File: src/rtl/muldiv_arbiter_if.sv
// muldiv_arbiter_if: hart request ports, shared mul/div unit port,
// and tagged writeback port of the mul/div arbiter.
interface muldiv_arbiter_if #(
   parameter int NUM_HARTS = 2,
   parameter int HART_W    = 1,
   parameter int XLEN      = 32,
   parameter int OP_W      = 3
);
   logic [NUM_HARTS-1:0]      req_valid;
   logic [NUM_HARTS-1:0]      req_ready;
   logic [NUM_HARTS*OP_W-1:0] req_op;
   logic [NUM_HARTS*XLEN-1:0] req_a;
   logic [NUM_HARTS*XLEN-1:0] req_b;
   logic [NUM_HARTS*5-1:0]    req_rd;
   logic [NUM_HARTS-1:0]      kill;
   logic                      md_start;
   logic [OP_W-1:0]           md_op;
   logic [XLEN-1:0]           md_a;
   logic [XLEN-1:0]           md_b;
   logic                      md_busy;
   logic                      md_done;
   logic [XLEN-1:0]           md_result;
   logic                      rsp_valid;
   logic [HART_W-1:0]         rsp_hart;
   logic [4:0]                rsp_rd;
   logic [XLEN-1:0]           rsp_result;
   logic                      arb_busy;

   modport slave (
      input  req_valid, req_op, req_a, req_b, req_rd, kill,
      input  md_busy, md_done, md_result,
      output req_ready, md_start, md_op, md_a, md_b,
      output rsp_valid, rsp_hart, rsp_rd, rsp_result, arb_busy
   );

   modport master (
      output req_valid, req_op, req_a, req_b, req_rd, kill,
      output md_busy, md_done, md_result,
      input  req_ready, md_start, md_op, md_a, md_b,
      input  rsp_valid, rsp_hart, rsp_rd, rsp_result, arb_busy
   );
endinterface

File: src/rtl/muldiv_arbiter.sv
// muldiv_arbiter: round-robin sharing of one multi-cycle mul/div unit
// between harts, with flush-aware tagged writeback.
module muldiv_arbiter #(
   parameter int NUM_HARTS = 2,
   parameter int HART_W    = 1,
   parameter int XLEN      = 32,
   parameter int OP_W      = 3
) (
   input logic              clk,
   input logic              rst,
   muldiv_arbiter_if.slave  bus
);
   typedef enum logic [1:0] {IDLE, ISSUE, WAIT} state_t;

   state_t                state;
   state_t                state_nxt;
   logic [HART_W-1:0]     rr_ptr;
   logic [HART_W-1:0]     owner;
   logic [HART_W-1:0]     gnt;
   logic                  gnt_vld;
   logic                  killed;
   logic                  kill_own;
   logic                  accept;
   logic                  start;
   logic [NUM_HARTS-1:0]  ready;
   logic [NUM_HARTS-1:0]  elig;
   logic [OP_W-1:0]       op_q;
   logic [XLEN-1:0]       a_q;
   logic [XLEN-1:0]       b_q;
   logic [4:0]            rd_q;
   logic                  rsp_vld_q;
   logic [HART_W-1:0]     rsp_hart_q;
   logic [4:0]            rsp_rd_q;
   logic [XLEN-1:0]       rsp_res_q;

   assign elig     = bus.req_valid & ~bus.kill;
   assign kill_own = bus.kill[owner];

   // Pick the first eligible hart at or above rr_ptr, wrapping.
   always_comb begin
      logic [HART_W-1:0] idx;
      idx     = '0;
      gnt     = rr_ptr;
      gnt_vld = 1'b0;
      for (int i = NUM_HARTS - 1; i >= 0; i--) begin
         idx = rr_ptr + HART_W'(i);
         if (elig[idx]) begin
            gnt     = idx;
            gnt_vld = 1'b1;
         end
      end
   end

   // Next state, one-hot accept and the start pulse.
   always_comb begin
      state_nxt = state;
      ready     = '0;
      start     = 1'b0;
      accept    = 1'b0;
      unique case (state)
         IDLE: begin
            if (gnt_vld && !bus.md_busy) begin
               accept     = 1'b1;
               ready[gnt] = 1'b1;
               state_nxt  = ISSUE;
            end
         end
         ISSUE: begin
            start     = 1'b1;
            state_nxt = WAIT;
         end
         WAIT: begin
            if (bus.md_done) state_nxt = IDLE;
         end
         default: state_nxt = IDLE;
      endcase
   end

   // State, operand latch, ownership and flush tracking.
   always_ff @(posedge clk) begin
      if (rst) begin
         state  <= IDLE;
         rr_ptr <= '0;
         owner  <= '0;
         killed <= 1'b0;
         op_q   <= '0;
         a_q    <= '0;
         b_q    <= '0;
         rd_q   <= '0;
      end else begin
         state <= state_nxt;
         if (accept) begin
            owner  <= gnt;
            op_q   <= bus.req_op[int'(gnt)*OP_W +: OP_W];
            a_q    <= bus.req_a[int'(gnt)*XLEN +: XLEN];
            b_q    <= bus.req_b[int'(gnt)*XLEN +: XLEN];
            rd_q   <= bus.req_rd[int'(gnt)*5 +: 5];
            killed <= 1'b0;
         end else if (state != IDLE && kill_own) begin
            killed <= 1'b1;
         end
         if (state == WAIT && bus.md_done)
            rr_ptr <= owner + 1'b1;
      end
   end

   // Tagged writeback; a flush seen with md_done still drops it.
   always_ff @(posedge clk) begin
      if (rst) begin
         rsp_vld_q  <= 1'b0;
         rsp_hart_q <= '0;
         rsp_rd_q   <= '0;
         rsp_res_q  <= '0;
      end else begin
         rsp_vld_q <= 1'b0;
         if (state == WAIT && bus.md_done && !killed && !kill_own) begin
            rsp_vld_q  <= 1'b1;
            rsp_hart_q <= owner;
            rsp_rd_q   <= rd_q;
            rsp_res_q  <= bus.md_result;
         end
      end
   end

   assign bus.req_ready  = ready;
   assign bus.md_start   = start;
   assign bus.md_op      = op_q;
   assign bus.md_a       = a_q;
   assign bus.md_b       = b_q;
   assign bus.rsp_valid  = rsp_vld_q;
   assign bus.rsp_hart   = rsp_hart_q;
   assign bus.rsp_rd     = rsp_rd_q;
   assign bus.rsp_result = rsp_res_q;
   assign bus.arb_busy   = (state != IDLE);
endmodule

File: src/flat_wrapper.sv
// flat-port wrapper written by rule: the top's interface ports become plain ports
module muldiv_arbiter_flat 
#(
   parameter int NUM_HARTS = 2,
   parameter int HART_W    = 1,
   parameter int XLEN      = 32,
   parameter int OP_W      = 3
)
  (clk, rst, bus_req_valid, bus_req_op, bus_req_a, bus_req_b, bus_req_rd, bus_kill, bus_md_busy, bus_md_done, bus_md_result, bus_req_ready, bus_md_start, bus_md_op, bus_md_a, bus_md_b, bus_rsp_valid, bus_rsp_hart, bus_rsp_rd, bus_rsp_result, bus_arb_busy);
  muldiv_arbiter_if #(.NUM_HARTS(NUM_HARTS), .HART_W(HART_W), .XLEN(XLEN), .OP_W(OP_W)) bus_i ();
  input logic clk;
  input logic rst;
  input wire logic [$bits(bus_i.req_valid)-1:0] bus_req_valid;
  input wire logic [$bits(bus_i.req_op)-1:0] bus_req_op;
  input wire logic [$bits(bus_i.req_a)-1:0] bus_req_a;
  input wire logic [$bits(bus_i.req_b)-1:0] bus_req_b;
  input wire logic [$bits(bus_i.req_rd)-1:0] bus_req_rd;
  input wire logic [$bits(bus_i.kill)-1:0] bus_kill;
  input wire logic [$bits(bus_i.md_busy)-1:0] bus_md_busy;
  input wire logic [$bits(bus_i.md_done)-1:0] bus_md_done;
  input wire logic [$bits(bus_i.md_result)-1:0] bus_md_result;
  output wire logic [$bits(bus_i.req_ready)-1:0] bus_req_ready;
  output wire logic [$bits(bus_i.md_start)-1:0] bus_md_start;
  output wire logic [$bits(bus_i.md_op)-1:0] bus_md_op;
  output wire logic [$bits(bus_i.md_a)-1:0] bus_md_a;
  output wire logic [$bits(bus_i.md_b)-1:0] bus_md_b;
  output wire logic [$bits(bus_i.rsp_valid)-1:0] bus_rsp_valid;
  output wire logic [$bits(bus_i.rsp_hart)-1:0] bus_rsp_hart;
  output wire logic [$bits(bus_i.rsp_rd)-1:0] bus_rsp_rd;
  output wire logic [$bits(bus_i.rsp_result)-1:0] bus_rsp_result;
  output wire logic [$bits(bus_i.arb_busy)-1:0] bus_arb_busy;
  assign bus_i.req_valid = bus_req_valid;
  assign bus_i.req_op = bus_req_op;
  assign bus_i.req_a = bus_req_a;
  assign bus_i.req_b = bus_req_b;
  assign bus_i.req_rd = bus_req_rd;
  assign bus_i.kill = bus_kill;
  assign bus_i.md_busy = bus_md_busy;
  assign bus_i.md_done = bus_md_done;
  assign bus_i.md_result = bus_md_result;
  assign bus_req_ready = bus_i.req_ready;
  assign bus_md_start = bus_i.md_start;
  assign bus_md_op = bus_i.md_op;
  assign bus_md_a = bus_i.md_a;
  assign bus_md_b = bus_i.md_b;
  assign bus_rsp_valid = bus_i.rsp_valid;
  assign bus_rsp_hart = bus_i.rsp_hart;
  assign bus_rsp_rd = bus_i.rsp_rd;
  assign bus_rsp_result = bus_i.rsp_result;
  assign bus_arb_busy = bus_i.arb_busy;
  muldiv_arbiter #(.NUM_HARTS(NUM_HARTS), .HART_W(HART_W), .XLEN(XLEN), .OP_W(OP_W)) u_core (.clk(clk), .rst(rst), .bus(bus_i));
endmodule
File: config.mk
export PLATFORM = sky130hd
export DESIGN_NAME = muldiv_arbiter_flat
export DESIGN_NICKNAME = d
export VERILOG_FILES = /design/src/rtl/muldiv_arbiter_if.sv /design/src/rtl/muldiv_arbiter.sv /design/src/flat_wrapper.sv
export SDC_FILE = /design/constraint.sdc
export NUM_CORES = 1
export LEC_CHECK = 0
export ABC_AREA = 0
export CAP_MARGIN = 20
export CORE_MARGIN = 4
export CORE_UTILIZATION = 38
export CTS_CLUSTER_SIZE = 30
export DETAILED_ROUTE_END_ITERATION = 16
export MAX_ROUTING_LAYER = met4
export PLACE_DENSITY = 0.86
export SETUP_SLACK_MARGIN = 0.5
export SYNTH_ARGS = -nofsm -noshare
export SYNTH_HDL_FRONTEND = slang
export SYNTH_SLANG_ARGS = --single-unit
export TNS_END_PERCENT = 50
File: constraint.sdc
create_clock -name clk -period 4 [get_ports clk]
set_clock_uncertainty 0.15 [all_clocks]
set_input_delay 0.6 -clock clk [delete_from_list [all_inputs] [get_ports clk]]
set_output_delay 0.6 -clock clk [all_outputs]
set_load 0.01 [all_outputs]
==> results.yml <==
die:
  die-area_sq_um: 12900
  rows: 38
  dieHeight_um: 114
  ioPinCount: 294
  start_util_pct: 39.0
  die_x_um: 114
  core-area_sq_um: 10900
route:
  wl_met1_um: 5760
  drtAntennaViolNets: 0
  viasPerCell: 5.49
  initialDrtViolationCount: 522
  vias: 4833
  wl_met2_um: 8850
  met3WireLength_um: 1520
  wl_um: 16900
  dr.pass1.iters: 11
  avgRoutedWirePerCell_um: 19.2
  top_layer: "met4"
  drc: 0
cts:
  htreeDepth: 4
  hold_buffers: 0
  path_clk_slew_ns: 0.05
  cts_buffers: 17
  post_cts_resized: 0
  clk_latency_ns: 0.52
  cts.sinks: 116
  cts_tree: "built"
  cts_max_path_buffers: 2
  cts-root-buf: "clkbuf_8"
  post_cts_buffers: 0
critical_path:
  path_max_fanout: 20
  r2r_slack_ns: 1.65
  r2r-start: "u_core.state[1]"
  critPathLaunchType: "primary input"
  crit_family: "buffers and inverters"
  worstPathArrival_ns: 2.50
  crit_type: "in -> out"
  cpMaxStageDelayCell: "clkdlybuf4s50_1"
  max_stage_delay_ns: 0.59
  endpoint_kind: "output port"
  path_buf_inv: 3
  path_cells: "clkdlybuf4s50_1 > or3_4 > nor3_4 > buf_4 > clkdlybuf4s50_1"
  reg2reg_to: "u_core.bus.md_b[17]"
  crit_top_cell: "clkdlybuf4s50_1"
  rr_worst_depth: 5
  required_ns: 3.25
power_and_ir_drop:
  leakagePower_uw: 0.00279
  ir_drop_uv: 298
  power_density_nw_per_um2: 403
placed_design:
  place.port_buffers: 293
  post-place-cells: 847
  globalplace.congestion: 0.826
  dp_hpwl_um: 12200
  place_ws_ns: 0.755
  placed_cell_area_sq_um: 7240
sta:
  fin_crit_ns: 3.25
  grt_setup_unrepaired: "false"
  finalHoldViolCount: 0
  finalSetupTns_ns: 0
  drv_slew: 0
  slew_headroom_pct: 30.5
  tightest_slew_ns: 1.04
  setup_viol: 0
  fin_ws_ns: 0.746
  fmax_ghz: 0.307
  fin_crit_sh_pct: 81.3
worst_hold_path:
  hold_class: "reg -> reg"
  hp-start: "u_core.bus.rsp_rd[1]"
  hold_depth: 2
  holdPathEnd: "u_core.bus.rsp_rd[1]"
yosys:
  synth-seq-cells: 116
  synth_warnings: 0
  synth_nets: 632
  synth_area_sq_um: 4250
  avgSynthCellArea_sq_um: 9.49
  synth_cells: 448
  ys_seq_area_share_pct: 54.6
  synth.distinct_cells: 28
global_route:
  grt_overflow: 0
  grt_max_degree: 60
  grt_pass1_vias: 5033
  grt_util_all_layers_pct: 26.2
  grt_pass1_wl_um: 25600
  antenna_found_initial: 0
layout:
  n_fill_cell: 777
  drive_above_1_share_pct: 6.22
  final_net_count: 911
  final_cell_area_sq_um: 7840
  insertedDiodeCount: 0
  stdcell_count: 880
  syn2layout_area_growth_pct: 84.5
status:
  outcome: "complete, no violations"
job:
  maxCapViolCount: 0
-- synth_stat cells --
library cell	instances	area, sq um
or2_1	2	12.5
nor3_2	1	10.0
nor3b_1	2	15.0
a211oi_2	1	12.5
nand3b_1	1	7.51
nand2b_1	2	12.5
clkbuf_1	22	82.6
o2bb2ai_1	16	140
a222oi_1	56	561
nand2_1	74	278
a211oi_1	1	7.51
or3_4	1	11.3
buf_6	3	33.8
nor2_2	1	6.26
o21ai_0	2	10.0
dfxtp_1	116	2320
or2_2	1	6.26
nor2_1	64	240
buf_2	9	45.0
nor2b_1	4	25.0
inv_1	1	3.75
nand4bb_1	1	11.3
buf_1	2	7.51
buf_4	6	45.0
mux2_2	1	11.3
a22oi_1	16	120
a21oi_1	41	205
a21o_1	1	7.51
-- through the flow --
stage | hold slack (ns) | total power, uW | util, %
2_1_floorplan | 0.281 | 1390 | -
3_3_place_gp | 0.291 | 1670 | 66.2
3_5_place_dp | 0.296 | 1690 | 66.5
4_1_cts | 0.304 | 3180 | 71.8
5_1_grt | 0.318 | 3260 | 72.0
6_report | 0.303 | 3160 | 72.0
-- flip-flops by register name, indices dropped and copies added (netlist names) --
signal,cells
u_core.bus.md_b,32
u_core.bus.rsp_valid,1
u_core.bus.md_op,3
u_core.bus.rsp_rd,5
u_core.rd_q,5
u_core.killed,1
u_core.bus.md_a,32
u_core.bus.rsp_hart,1
u_core.state,2
u_core.rr_ptr,1
u_core.owner,1
u_core.bus.rsp_result,32
-- layer usage --
metal	up-vias	track usage, %
li1	2222	-
met3	57	7.69
met2	299	45.0
met5	-	-
met1	2255	26.1
met4	0	16.0
-- cell usage in the layout (no fill, tap or decap), types with 8 or more instances in the layout --
cell type,n
clkdlybuf4s50_1,292
dfxtp_1,116
nand2_1,74
nor2_1,64
a222oi_1,56
a21oi_1,41
a22oi_1,16
o2bb2ai_1,16
clkbuf_16,16
buf_4,8
-- how the worst max path moves through the flow --
stage	startpoint	slack, ns	end	cells past startpoint
floorplan	bus_md_busy	1.87	bus_req_ready[0]	3
global placement	bus_md_busy	0.77	bus_req_ready[1]	5
detailed placement	bus_md_busy	0.76	bus_req_ready[1]	5
CTS	bus_md_busy	0.72	bus_req_ready[1]	5
global route	bus_md_busy	0.67	bus_req_ready[1]	5
finish	bus_md_busy	0.75	bus_req_ready[1]	5
-- cell type report --
type	instances	area, sq um	share of cell area [%]
timing repair buffer	302	3030	38.7
sequential	116	2320	29.6
multi-input combinational	289	1730	22.0
clock buffer	22	453	5.78
tap	140	175	2.23
clock inverter	10	130	1.66
inverter	1	3.75	0.0479
-- worst min-delay path, stage by stage, from the launching register on --
cell and delay [ns]:
dfxtp_1 0.30, nand2_1 0.05, a21oi_1 0.05
-- report_power, final --
| group | internal [uW] | switching, uW |
|---|---|---|
| clock | 975 | 512 |
| sequential | 1200 | 27.3 |
| combinational | 279 | 165 |
-- logic make-up after synthesis --
kind of cell,count (synthesis),synth area share (%)
compound gates,134,25.0
buf+inv,43,5.12
flops,116,54.6
mux,1,0.265
simple gates,154,15.0
Power figures use the tool's default switching activity.
